### config.mk
export PLATFORM = sky130hd
export DESIGN_NAME = vsfx_vsr_flat
export DESIGN_NICKNAME = d
export VERILOG_FILES = /design/src/rtl/vsfx_pkg.sv /design/src/rtl/vsfx_vsr_if.sv /design/src/rtl/vsfx_vsr_core.sv /design/src/rtl/vsfx_vsr.sv /design/src/flat_wrapper.sv
export SDC_FILE = /design/constraint.sdc
export NUM_CORES = 1
export LEC_CHECK = 0
export CORE_AREA = 5 5 136 138
export CTS_BUF_LIST = sky130_fd_sc_hd__clkbuf_2
export CTS_CLUSTER_SIZE = 30
export DETAILED_ROUTE_END_ITERATION = 7
export DIE_AREA = 0 0 141 143
export GPL_TIMING_DRIVEN = 0
export PLACE_DENSITY = 0.71
export SLEW_MARGIN = 20
export SYNTH_ARGS = -nofsm -noshare
export SYNTH_HDL_FRONTEND = slang
export SYNTH_SLANG_ARGS = --single-unit
### constraint.sdc
create_clock -name clk -period 2.2 [get_ports clk]
set_clock_uncertainty 0.05 [all_clocks]
set_input_delay 0.33 -clock clk [delete_from_list [all_inputs] [get_ports clk]]
set_output_delay 0.33 -clock clk [all_outputs]
set_load 0.02 [all_outputs]
### src/rtl/vsfx_pkg.sv
// Shared VSFX definitions: element-size encodings and per-size shift-amount widths.
// Imported by the shift datapath, its pipeline wrapper and the handshake interface.
package vsfx_pkg;

  typedef logic [1:0] esz_t;

  localparam esz_t ESZ_B   = 2'b00;
  localparam esz_t ESZ_H   = 2'b01;
  localparam esz_t ESZ_W   = 2'b10;
  localparam esz_t ESZ_RSV = 2'b11;

  localparam int SHAMT_B_W = 3;
  localparam int SHAMT_H_W = 4;
  localparam int SHAMT_W_W = 5;

endpackage

### src/rtl/vsfx_vsr_if.sv
// Operand/result handshake bundle for the vector shift-right unit.
// master drives operations and consumes results; slave is the unit itself.
interface vsfx_vsr_if
  import vsfx_pkg::*;
#(
  parameter int TAG_W = 4
);

  logic             in_valid;
  logic             in_ready;
  esz_t             in_esz;
  logic             in_alg;
  logic [31:0]      in_vra;
  logic [31:0]      in_vrb;
  logic [TAG_W-1:0] in_tag;
  logic             out_valid;
  logic             out_ready;
  logic [31:0]      out_vrt;
  logic [TAG_W-1:0] out_tag;
  logic             out_err;

  modport master (
    output in_valid, in_esz, in_alg, in_vra, in_vrb, in_tag, out_ready,
    input  in_ready, out_valid, out_vrt, out_tag, out_err
  );

  modport slave (
    input  in_valid, in_esz, in_alg, in_vra, in_vrb, in_tag, out_ready,
    output in_ready, out_valid, out_vrt, out_tag, out_err
  );

endinterface

### src/rtl/vsfx_vsr_core.sv
// Combinational element-wise right shift (logical or algebraic) for byte/half/word lanes.
// Only the low 3/4/5 bits of each shift-amount element are used; reserved size flags err.
module vsfx_vsr_core
  import vsfx_pkg::*;
(
  input  logic [31:0] vra,
  input  logic [31:0] vrb,
  input  esz_t        esz,
  input  logic        alg,
  output logic [31:0] vrt,
  output logic        err
);

  // Signed/unsigned results kept in separate variables so the arithmetic shift
  // is never evaluated in an unsigned context.
  logic signed [7:0]  b_s;
  logic        [7:0]  b_u;
  logic signed [15:0] h_s;
  logic        [15:0] h_u;
  logic signed [31:0] w_s;
  logic        [31:0] w_u;

  always_comb begin
    vrt = '0;
    err = 1'b0;
    b_s = '0;
    b_u = '0;
    h_s = '0;
    h_u = '0;
    w_s = '0;
    w_u = '0;
    case (esz)
      ESZ_B: begin
        for (int k = 0; k < 4; k++) begin
          b_s = $signed(vra[8*k +: 8]) >>> vrb[8*k +: SHAMT_B_W];
          b_u = vra[8*k +: 8] >> vrb[8*k +: SHAMT_B_W];
          vrt[8*k +: 8] = alg ? b_s : b_u;
        end
      end
      ESZ_H: begin
        for (int k = 0; k < 2; k++) begin
          h_s = $signed(vra[16*k +: 16]) >>> vrb[16*k +: SHAMT_H_W];
          h_u = vra[16*k +: 16] >> vrb[16*k +: SHAMT_H_W];
          vrt[16*k +: 16] = alg ? h_s : h_u;
        end
      end
      ESZ_W: begin
        w_s = $signed(vra) >>> vrb[SHAMT_W_W-1:0];
        w_u = vra >> vrb[SHAMT_W_W-1:0];
        vrt = alg ? w_s : w_u;
      end
      default: err = 1'b1;
    endcase
  end

endmodule

### src/rtl/vsfx_vsr.sv
// Two-stage pipelined vector shift-right: S1 holds operands, S2 holds the result.
// Latency 2 cycles, 1 op/cycle; stalls hold both stages, in_ready drops when S1 cannot drain.
module vsfx_vsr
  import vsfx_pkg::*;
#(
  parameter int TAG_W = 4
)(
  input  logic       clk,
  input  logic       rst_n,
  vsfx_vsr_if.slave  io
);

  logic             s1_vld_q, s1_vld_d;
  logic [31:0]      s1_vra_q, s1_vra_d;
  logic [31:0]      s1_vrb_q, s1_vrb_d;
  esz_t             s1_esz_q, s1_esz_d;
  logic             s1_alg_q, s1_alg_d;
  logic [TAG_W-1:0] s1_tag_q, s1_tag_d;

  logic             s2_vld_q, s2_vld_d;
  logic [31:0]      s2_vrt_q, s2_vrt_d;
  logic [TAG_W-1:0] s2_tag_q, s2_tag_d;
  logic             s2_err_q, s2_err_d;

  logic        s2_adv;
  logic        in_rdy;
  logic        in_fire;
  logic [31:0] core_vrt;
  logic        core_err;

  vsfx_vsr_core u_core (
    .vra (s1_vra_q),
    .vrb (s1_vrb_q),
    .esz (s1_esz_q),
    .alg (s1_alg_q),
    .vrt (core_vrt),
    .err (core_err)
  );

  always_comb begin
    s2_adv  = s1_vld_q && (!s2_vld_q || io.out_ready);
    in_rdy  = !s1_vld_q || s2_adv;
    in_fire = io.in_valid && in_rdy;

    s1_vld_d = in_fire || (s1_vld_q && !s2_adv);
    s1_vra_d = in_fire ? io.in_vra : s1_vra_q;
    s1_vrb_d = in_fire ? io.in_vrb : s1_vrb_q;
    s1_esz_d = in_fire ? io.in_esz : s1_esz_q;
    s1_alg_d = in_fire ? io.in_alg : s1_alg_q;
    s1_tag_d = in_fire ? io.in_tag : s1_tag_q;

    s2_vld_d = s2_adv || (s2_vld_q && !io.out_ready);
    s2_vrt_d = s2_adv ? core_vrt : s2_vrt_q;
    s2_err_d = s2_adv ? core_err : s2_err_q;
    s2_tag_d = s2_adv ? s1_tag_q : s2_tag_q;
  end

  always_ff @(posedge clk or negedge rst_n) begin
    if (!rst_n) begin
      s1_vld_q <= 1'b0;
      s1_vra_q <= '0;
      s1_vrb_q <= '0;
      s1_esz_q <= ESZ_B;
      s1_alg_q <= 1'b0;
      s1_tag_q <= '0;
      s2_vld_q <= 1'b0;
      s2_vrt_q <= '0;
      s2_tag_q <= '0;
      s2_err_q <= 1'b0;
    end else begin
      s1_vld_q <= s1_vld_d;
      s1_vra_q <= s1_vra_d;
      s1_vrb_q <= s1_vrb_d;
      s1_esz_q <= s1_esz_d;
      s1_alg_q <= s1_alg_d;
      s1_tag_q <= s1_tag_d;
      s2_vld_q <= s2_vld_d;
      s2_vrt_q <= s2_vrt_d;
      s2_tag_q <= s2_tag_d;
      s2_err_q <= s2_err_d;
    end
  end

  assign io.in_ready  = in_rdy;
  assign io.out_valid = s2_vld_q;
  assign io.out_vrt   = s2_vrt_q;
  assign io.out_tag   = s2_tag_q;
  assign io.out_err   = s2_err_q;

endmodule

### src/flat_wrapper.sv
// flat-port wrapper written by rule: the top's interface ports become plain ports
module vsfx_vsr_flat import vsfx_pkg::*;
#(
  parameter int TAG_W = 4
)
  (clk, rst_n, io_in_valid, io_in_esz, io_in_alg, io_in_vra, io_in_vrb, io_in_tag, io_out_ready, io_in_ready, io_out_valid, io_out_vrt, io_out_tag, io_out_err);
  vsfx_vsr_if #(.TAG_W(TAG_W)) io_i ();
  input  logic clk;
  input  logic rst_n;
  input wire logic [$bits(io_i.in_valid)-1:0] io_in_valid;
  input wire logic [$bits(io_i.in_esz)-1:0] io_in_esz;
  input wire logic [$bits(io_i.in_alg)-1:0] io_in_alg;
  input wire logic [$bits(io_i.in_vra)-1:0] io_in_vra;
  input wire logic [$bits(io_i.in_vrb)-1:0] io_in_vrb;
  input wire logic [$bits(io_i.in_tag)-1:0] io_in_tag;
  input wire logic [$bits(io_i.out_ready)-1:0] io_out_ready;
  output wire logic [$bits(io_i.in_ready)-1:0] io_in_ready;
  output wire logic [$bits(io_i.out_valid)-1:0] io_out_valid;
  output wire logic [$bits(io_i.out_vrt)-1:0] io_out_vrt;
  output wire logic [$bits(io_i.out_tag)-1:0] io_out_tag;
  output wire logic [$bits(io_i.out_err)-1:0] io_out_err;
  assign io_i.in_valid = io_in_valid;
  assign io_i.in_esz = io_in_esz;
  assign io_i.in_alg = io_in_alg;
  assign io_i.in_vra = io_in_vra;
  assign io_i.in_vrb = io_in_vrb;
  assign io_i.in_tag = io_in_tag;
  assign io_i.out_ready = io_out_ready;
  assign io_in_ready = io_i.in_ready;
  assign io_out_valid = io_i.out_valid;
  assign io_out_vrt = io_i.out_vrt;
  assign io_out_tag = io_i.out_tag;
  assign io_out_err = io_i.out_err;
  vsfx_vsr #(.TAG_W(TAG_W)) u_core (.clk(clk), .rst_n(rst_n), .io(io_i));
endmodule
* Word-level counts from Yosys, hierarchy flattened
Cells that the tools add are included.
** Word-level totals
- Register bits after elaboration :: 105
- Input port bits :: 75
- Output and inout bits :: 39
- Logic and storage cells :: 49
** Operators by class
- Eq/ne operators :: 2
- Shifts and indexed selects :: 14
- Mux-type cells :: 9
- Reduce and logical (&&, ||, !) cells :: 14
** Operators with widths (count)
- 32-bit one-hot mux with 3 select lines :: 1
- 16-bit two-way mux :: 2
- 32-bit two-way mux :: 1
- 8-bit two-way mux :: 4
- 16-bit by 4-bit >> shifter with 16-bit output :: 2
- 32-bit by 5-bit >> shifter with 32-bit output :: 1
- 8-bit by 3-bit >> shifter with 8-bit output :: 4
- 16-bit by 4-bit >>> shifter with 16-bit output :: 2
- 32-bit by 5-bit >>> shifter with 32-bit output :: 1
- 8-bit by 3-bit >>> shifter with 8-bit output :: 4
- 1-bit logical AND :: 4
- 1-bit logical NOT :: 4
- 1-bit logical OR :: 4
- 3-bit OR reduction :: 1
- 2-bit by 1-bit == test with 1-bit output, second input constant :: 1
- 2-bit == test, second input constant :: 1
- 2-bit logical NOT :: 1
- 1-bit two-way mux :: 1

* Longest topological paths before layout
Gate-level depths: netlist of run 1.
- Depth in word-level cells :: 6
- Depth in mapped cells :: 10

* Hierarchy
From an unflattened synthesis of run 1, not the netlist that was laid out.
** Second synthesis, totals
- Cells, all modules :: 816
- Area, all modules :: 8585.7 um2
** Modules (own cells, without submodules)
- vsfx_vsr_core :: instances 1, cells an instance 582, area each 4428.0 um2
- vsfx_vsr :: instances 1, cells an instance 234, area each 4157.7 um2

* Worst setup path before layout of run 1
Ideal clock, no wire load.
- Kind :: register to register
- From :: reg u_core.s2_vld_q (netlist: u_core.io.out_valid)
- To :: reg u_core.s2_vrt_q[4] (netlist: u_core.io.out_vrt[4])
- Arrival :: 1.908 ns
- Data required time :: 2.084 ns
- Slack :: 0.176 ns
- Cell stages (with the launch flop) :: 8
- Path buffers :: 1
- Clock period less this slack :: 2.024 ns
- Cell sequence :: dfrtp_1 nor2b_1 clkbuf_1 nor4_1 nand2_1 o22ai_1 a31oi_1 nand2_1
** Between the ends
- Longest elaborated chain between the ends :: 3
** RTL lines
- start, declared :: line vsfx_vsr.sv:20 : logic s2_vld_q, s2_vld_d;
- start signal, assigned :: line vsfx_vsr.sv:77 : s2_vld_q <= s2_vld_d;
- 1-bit logical NOT :: line vsfx_vsr.sv:41 : s2_adv = s1_vld_q && (!s2_vld_q || io.out_ready);
- 1-bit logical OR :: line vsfx_vsr.sv:41
- 1-bit logical AND :: line vsfx_vsr.sv:41
- end signal, assigned :: line vsfx_vsr.sv:78 : s2_vrt_q <= s2_vrt_d;
- end, declared :: line vsfx_vsr.sv:21 : logic [31:0] s2_vrt_q, s2_vrt_d;
Every way passes these cells.
A chain may end at the register's enable or synchronous reset.

* Worst setup path after layout of run 1
- From :: reg u_core.s1_vrb_q[2]
- To :: reg u_core.s2_vrt_q[10] (netlist: u_core.io.out_vrt[10])
** Between the ends
- Longest elaborated chain between the ends :: 3
- Elaborated cells between the ends (all ways) :: 7
** RTL lines
- start, declared :: line vsfx_vsr.sv:15 : logic [31:0] s1_vrb_q, s1_vrb_d;
- start signal, assigned :: line vsfx_vsr.sv:73 : s1_vrb_q <= s1_vrb_d;
- 32-bit by 5-bit >> shifter with 32-bit output (tied with other cells) :: line vsfx_vsr_core.sv:49 : w_u = vra >> vrb[SHAMT_W_W-1:0];
- 32-bit two-way mux / 16-bit two-way mux (equally long branches) :: line vsfx_vsr_core.sv:50, vsfx_vsr_core.sv:44
- 32-bit one-hot mux with 3 select lines * :: line vsfx_vsr_core.sv:32 : case (esz)
Every way passes the cells marked *; elsewhere a longest branch is shown, timed or not.

==> flow_summary_export.csv, run 1 <==
group,metric,value,unit
clocking,htree_levels,3,
drt,vias_per_cell,6.95,
clocking,cts_made_buffers,9,
placed_design,gp_congestion,1.03,
pwr,switching_power,4.53,mW
synth,synth_fa_ha_area_frac,0,
worst_setup_path,slowest_delay,590,ps
cells_and_area,fin_util,0.621,
worst_setup_path,crit_chain,"buf_6 > buf_4 > mux2_2 > mux4_2 > mux2_4 > a22oi_2 > nand4_1",
drt,drcViolationCount,1,
timing,fin_crit_sh,1.07,
cells_and_area,multi_input_area,5860,µm²
drt,detail_route.iter0.violations,1197,
clocking,cts_tree,"yes",
flow_run,max-cap-violations,0,
timing,setup_viol_count_final,14,
floorplan,chipHeight,143,µm
worst_setup_path,slowest_stage,"mux4_2",
drt,ant_nets,0,
clocking,worstSkewPairLatency,690,ps
cells_and_area,syn2layout_area_growth,30.7,%
floorplan,io_pins,114,
synth,netlist_instances,926,
synth,synth_area,8100,µm²
worst_setup_path,crit_path_start_kind,"register",
cells_and_area,fillerInstances,1510,
floorplan,row_count,48,
global_route,grt_pass1_vias,8266,
synth,async_flop_share,1.00,
timing,worst_pin_slew,708,ps
synth,synth_compound_area_frac,0.228,
synth,synth_top_family_by_area,"multiplexers",
global_route,antenna_found_initial,1,
synth,synth-seq-cells,93,
clocking,cts.clk_slew.worst_paths,290,ps
pwr,p_per_area,886,nW/µm²
cells_and_area,final-seq-area,2340,µm²
global_route,grt_usage,0.357,
floorplan,core,17100,µm²
placed_design,pre_cts_slack,-777,ps
placed_design,numPortBuffers,96,
drt,vias,8940,
outcome,outcome,"complete, but fails checks",
timing,final.min_clock_period,2350,ps
floorplan,initial_utilization,0.475,
drt,totalWireLength,37400,µm
timing,layout_setup_ws,-155,ps
global_route,grt-ovfl-total,0,
synth,synthXorXnorAreaFrac,0,
synth,syn_nets,1001,
drt,drt_pass1_iterations,8,
timing,finalHoldViolations,0,
worst_setup_path,cpLargestDelayFamily,"multiplexers",
placed_design,dp_hpwl,27500,µm
synth,synth_edf_count,0,
timing,slew_violations,0,
timing,max_freq,425,MHz
timing,slew_headroom,0.528,
pwr,internal_power,4.85,mW
clocking,cts_root_buf,"clkbuf_2",
pwr,pwr-share-comb,0.629,
hold_path,hold_path_class,"in2async",
synth,muxShareOfSynthArea,0.272,
worst_setup_path,critPathBufInv,2,
worst_setup_path,crit_path_end_kind,"register",
synth,ys_warn_count,0,
floorplan,die_w,141,µm
worst_setup_path,crit_fanout,6,
drt,routedWlPerCell,29.1,µm
worst_setup_path,critPathRequiredTime,2730,ps
pwr,p_sw_frac,0.483,
global_route,grt_pass1_wl,53700,µm
floorplan,design.die.area,20200,µm²
clocking,clock-sinks,93,
pwr,clock_power_share,0.105,
pwr,power_frac_seq,0.265,
synth,post_synth.cell_area_avg,8.75,µm²
clocking,clockBufferDepth,2,
timing,rsz0062_at_grt,"yes",
synth,synth.distinct_cells,66,
pwr,p_leak,4.26,nW
worst_setup_path,critPathArrivalTime,2880,ps
global_route,grt_max_degree,50,
worst_setup_path,path_class,"reg2reg",
synth,ys.flop_type,"dfrtp_1",
synth,ys_seq_area_frac,0.287,
cells_and_area,final_net_count,1131,
outcome,violations,"DRC, setup timing",
synth,yosys.area_share.simple,0.150,
pwr,peakVddDrop,553,µV
cells_and_area,drive_gt1_frac,0.333,
[final cells by class]
cell class,count,area share
multi-input cells,719,0.553
flip-flops and latches,93,0.221
repair buffers,128,0.120
plain buffers,89,0.0610
well taps,225,0.0266
clock inverters,7,0.00768
inverters,16,0.00626
clock buffers,9,0.00425
diodes,1,0.000236
[flip-flops by register name (all words and copies together), names as in the netlist]
register,flops
u_core.s1_tag_q,4
u_core.s1_esz_q,2
u_core.io.out_valid,1
u_core.s1_vrb_q,15
u_core.s1_vra_q,32
u_core.io.out_tag,4
u_core.io.out_err,1
u_core.s1_vld_q,1
u_core.s1_alg_q,1
u_core.io.out_vrt,32
[worst paths after layout]
kind,start,end,slack [ps],cells past startpoint
min reg2reg,u_core.io.out_vrt[31]$_DFFE_PN0P_,u_core.io.out_vrt[31]$_DFFE_PN0P_,460,2
max,u_core.s1_vrb_q[2]$_DFFE_PN0P_,u_core.io.out_vrt[10]$_DFFE_PN0P_,-150,7
min,rst_n,u_core.s1_vrb_q[16]$_DFFE_PN0P_,30,2
max reg2reg,u_core.s1_vrb_q[2]$_DFFE_PN0P_,u_core.io.out_vrt[10]$_DFFE_PN0P_,-150,7
min in group clk,io_in_tag[1],u_core.s1_tag_q[1]$_DFFE_PN0P_,170,2
max in group asynchronous,rst_n,u_core.io.out_vrt[15]$_DFFE_PN0P_,1450,3
[kinds of logic after synthesis]
group	count (synthesis)
AOI/OAI and AO/OA	273
and+or+nand+nor	268
muxes	178
buffers and inverters	114
DFF	93
[cell usage after synthesis (all sizes together) (9+ instances only)]
cell type / n / area share
nand2b: 14 / 0.011
o21ai: 56 / 0.035
clkbuf: 57 / 0.026
a31oi: 13 / 0.010
nand3: 27 / 0.017
nor2b: 9 / 0.0070
inv: 16 / 0.0074
nor2: 72 / 0.033
o22ai: 19 / 0.015
a21oi: 58 / 0.036
nand2: 95 / 0.044
or2: 11 / 0.0085
mux2: 85 / 0.12
nor3: 17 / 0.011
mux4: 25 / 0.070
dfrtp: 93 / 0.29
mux2i: 68 / 0.084
buf: 41 / 0.029
a211oi: 13 / 0.012
o211ai: 24 / 0.023
[cell usage in the layout, fill, tap and decap left out, types with 5 or more instances in the layout]
cell	Yosys	routed
mux4_2	25	25
dfrtp_2	0	7
mux2i_2	0	9
mux2_4	0	8
nor2_2	0	9
o22ai_1	19	15
nor3_1	16	12
or2_2	10	9
or3_1	5	5
buf_2	20	15
clkdlybuf4s50_1	0	91
nand2b_1	14	13
o21ai_1	0	8
buf_4	8	34
nand3_1	27	24
a211oi_1	13	10
clkbuf_2	0	33
mux2i_4	0	10
buf_6	2	13
a221o_1	5	5
mux2_2	85	77
clkbuf_1	57	8
o211ai_1	23	23
dfrtp_1	93	86
o21ai_0	56	44
buf_12	0	6
nand2_1	95	91
nor2_1	72	59
a21oi_2	0	11
clkbuf_4	0	14
mux2i_1	68	49
a22oi_1	8	6
a21oi_1	58	47
a21o_1	5	5
inv_1	15	14
a31oi_1	13	12
nor2b_1	9	6
[power groups by stage]
stage / sequential [mW] / combinational (mW) / clock (mW)
2_1_floorplan: 2.61 / 2.75 / 0
3_3_place_gp: 2.43 / 4.89 / 0
3_5_place_dp: 2.44 / 4.88 / 0
4_1_cts: 2.44 / 5.32 / 1.00
5_1_grt: 2.52 / 6.10 / 1.07
6_report: 2.49 / 5.90 / 0.989
[what timing repair did]
action	CTS	global route
pin swaps	14	21
gates cloned	0	1
setup endpoints to repair	88	43
hold buffers	1	0
buffers inserted	15	13
hold endpoints to repair	93	0
resized for setup	156	116
[through the flow]
step                      instance area [µm²]  hold WS (ps)  instances  total power [mW]  setup TNS (ps)
after CTS                               10100          25.1       1275              8.76            -393
after floorplan                          8100         -15.6        926              5.36               0
after global placement                   9340           396       1247              7.32         -299110
after global routing                    10600          53.3       1287              9.69           -1480
after detailed placement                 9390           233       1249              7.33          -54530
final                                   10600          28.7       1287              9.38            -987
[per-layer routing]
layer  GRT usage  share of wire  vias up
met5           0              0        -
met4       0.132          0.036        0
met3      0.0918           0.13      114
met2       0.524           0.43      746
met1       0.509           0.41     4319
li1            -              -     3761
Power figures use the tool's default switching activity.
==> inputs of run 2 (changes only) <==
CORE_AREA = 2 2 133 135   (was 5 5 136 138)
DIE_AREA = 0 0 135 137   (was 0 0 141 143)
==> flow_summary_export.csv, run 2 (synthesized netlist as in run 1, its figures left out) <==
group,metric,value,unit
outcome,outcome,"complete, but fails checks",
outcome,violations,"setup timing",
clocking,cts.clk_slew.worst_paths,310,ps
timing,final.min_clock_period,2350,ps
floorplan,die_w,135,µm
worst_setup_path,crit_path_start_kind,"register",
floorplan,chipHeight,137,µm
worst_setup_path,critPathArrivalTime,2870,ps
cells_and_area,drive_gt1_frac,0.315,
floorplan,row_count,48,
clocking,htree_levels,3,
floorplan,io_pins,114,
pwr,finalPower,9.18,mW
hold_path,hold_path_class,"in2async",
clocking,cts_tree,"yes",
cells_and_area,final_area,10300,µm²
placed_design,gp_congestion,1.03,
floorplan,core,17100,µm²
timing,slew_headroom,0.528,
cells_and_area,stdcell_count,1276,
drt,drt_pass1_iterations,6,
drt,drcViolationCount,0,
clocking,cts_root_buf,"clkbuf_2",
floorplan,design.die.area,18500,µm²
flow_run,max-cap-violations,0,
global_route,grt_max_degree,49,
global_route,grt_usage,0.391,
floorplan,initial_utilization,0.475,
worst_setup_path,crit_path_end_kind,"register",
timing,rsz0062_at_grt,"yes",
drt,vias,8860,
timing,max_freq,425,MHz
clocking,cts_made_buffers,9,
pwr,p_per_area,891,nW/µm²
pwr,p_leak,4.13,nW
global_route,grt_pass1_vias,8042,
global_route,antenna_found_initial,1,
timing,fin_crit_sh,1.07,
clocking,worstSkewPairLatency,680,ps
global_route,grt_pass1_wl,52800,µm
cells_and_area,final_net_count,1120,
clocking,clock-sinks,93,
placed_design,dp_hpwl,26900,µm
drt,totalWireLength,35900,µm
pwr,peakVddDrop,519,µV
placed_design,dp_cells,1249,
clocking,clockBufferDepth,2,
drt,vias_per_cell,6.94,
cells_and_area,multi_input_area,5730,µm²
worst_setup_path,critPathRequiredTime,2720,ps
timing,slew_violations,0,
cells_and_area,fin_util,0.604,
timing,setup_viol_count_final,17,
timing,finalSetupTns,-1240,ps
drt,routedWlPerCell,28.1,µm
worst_setup_path,path_class,"reg2reg",
cells_and_area,fillerInstances,1525,
global_route,grt-ovfl-total,0,
drt,detail_route.iter0.violations,1274,
timing,worst_pin_slew,702,ps
cells_and_area,syn2layout_area_growth,27.2,%
worst_setup_path,crit_fanout,7,
cells_and_area,layout_commonest_cell,"clkdlybuf4s50_1",
placed_design,placed_area,9380,µm²
placed_design,numPortBuffers,96,
timing,finalHoldViolations,0,
timing,layout_setup_ws,-153,ps
cells_and_area,layout_common_cells,"clkdlybuf4s50_1 (94), nand2_1 (91), dfrtp_1 (88)",
drt,ant_nets,0,
cells_and_area,final-seq-area,2330,µm²
run 2: changes by cell type in the layout (fill, tap and decap cells not counted), moves of 4 or more:
cell      before  now
buf_12         6    2
mux2i_4       10    6
o21ai_0       44   48
nor2_1        59   63
clkbuf_2      33   37
clkbuf_4      14    8
run 2: worst max-delay path, cell delays in order (launching register included):
cell      delay, ps
dfrtp_1         400
buf_6           140
buf_12          130
mux2_2          330
mux4_2          550
nor2_1          190
nor3_1          100
a211oi_1        230
nand3_1         130
run 2: cell type report:
class	count	share of cell area
clock buffers	9	0.00437
diodes	1	0.000243
multi-input cells	719	0.556
clock inverters	7	0.00935
flip-flops and latches	93	0.226
inverters	16	0.00644
repair buffers	118	0.113
plain buffers	88	0.0572
well taps	225	0.0273
run 2: repair_timing:
action	4_1_cts	5_1_grt
hold endpoints to repair	93	0
pin swaps	6	7
gates cloned	0	1
resized for setup	141	78
hold buffers	1	0
endpoints found under the setup margin	88	52
setup buffers	9	9
run 2: path summary, 6_finish.rpt:
| path | from | to | slack (ps) | depth (start not counted) |
|---|---|---|---|---|
| min in group clk | io_in_vrb[19] | u_core.s1_vrb_q[19]$_DFFE_PN0P_ | 170 | 2 |
| max reg2reg | u_core.s1_vrb_q[2]$_DFFE_PN0P_ | u_core.io.out_vrt[3]$_DFFE_PN0P_ | -150 | 8 |
| min | rst_n | u_core.s1_vrb_q[26]$_DFFE_PN0P_ | 50 | 2 |
| min reg2reg | u_core.s1_tag_q[1]$_DFFE_PN0P_ | u_core.io.out_tag[1]$_DFFE_PN0P_ | 460 | 2 |
| max | u_core.s1_vrb_q[2]$_DFFE_PN0P_ | u_core.io.out_vrt[3]$_DFFE_PN0P_ | -150 | 8 |
| max in group asynchronous | rst_n | u_core.s1_alg_q$_DFFE_PN0P_ | 1430 | 3 |
run 2: metrics by stage:
stage,setup slack (ps),hold WS (ps)
after CTS,-95.9,54.8
after floorplan,176,-15.6
after detailed placement,-956,250
after global routing,-193,66.1
final,-153,45.1
after global placement,-2680,392
run 2: metal layers:
layer  GRT usage  up-vias  routed length, µm
met4       0.139        0               1330
li1            -     3726                  -
met3      0.0748      108               4330
met2       0.585      726              15600
met1       0.566     4300              14600
met5           0        -                  0
run 2: where the power goes:
group          internal (mW)  leakage, nW  switching [mW]
registers               2.08         1.12           0.409
logic                   2.35         2.92            3.26
clock network          0.383       0.0867           0.701
total                   4.81         4.13            4.37
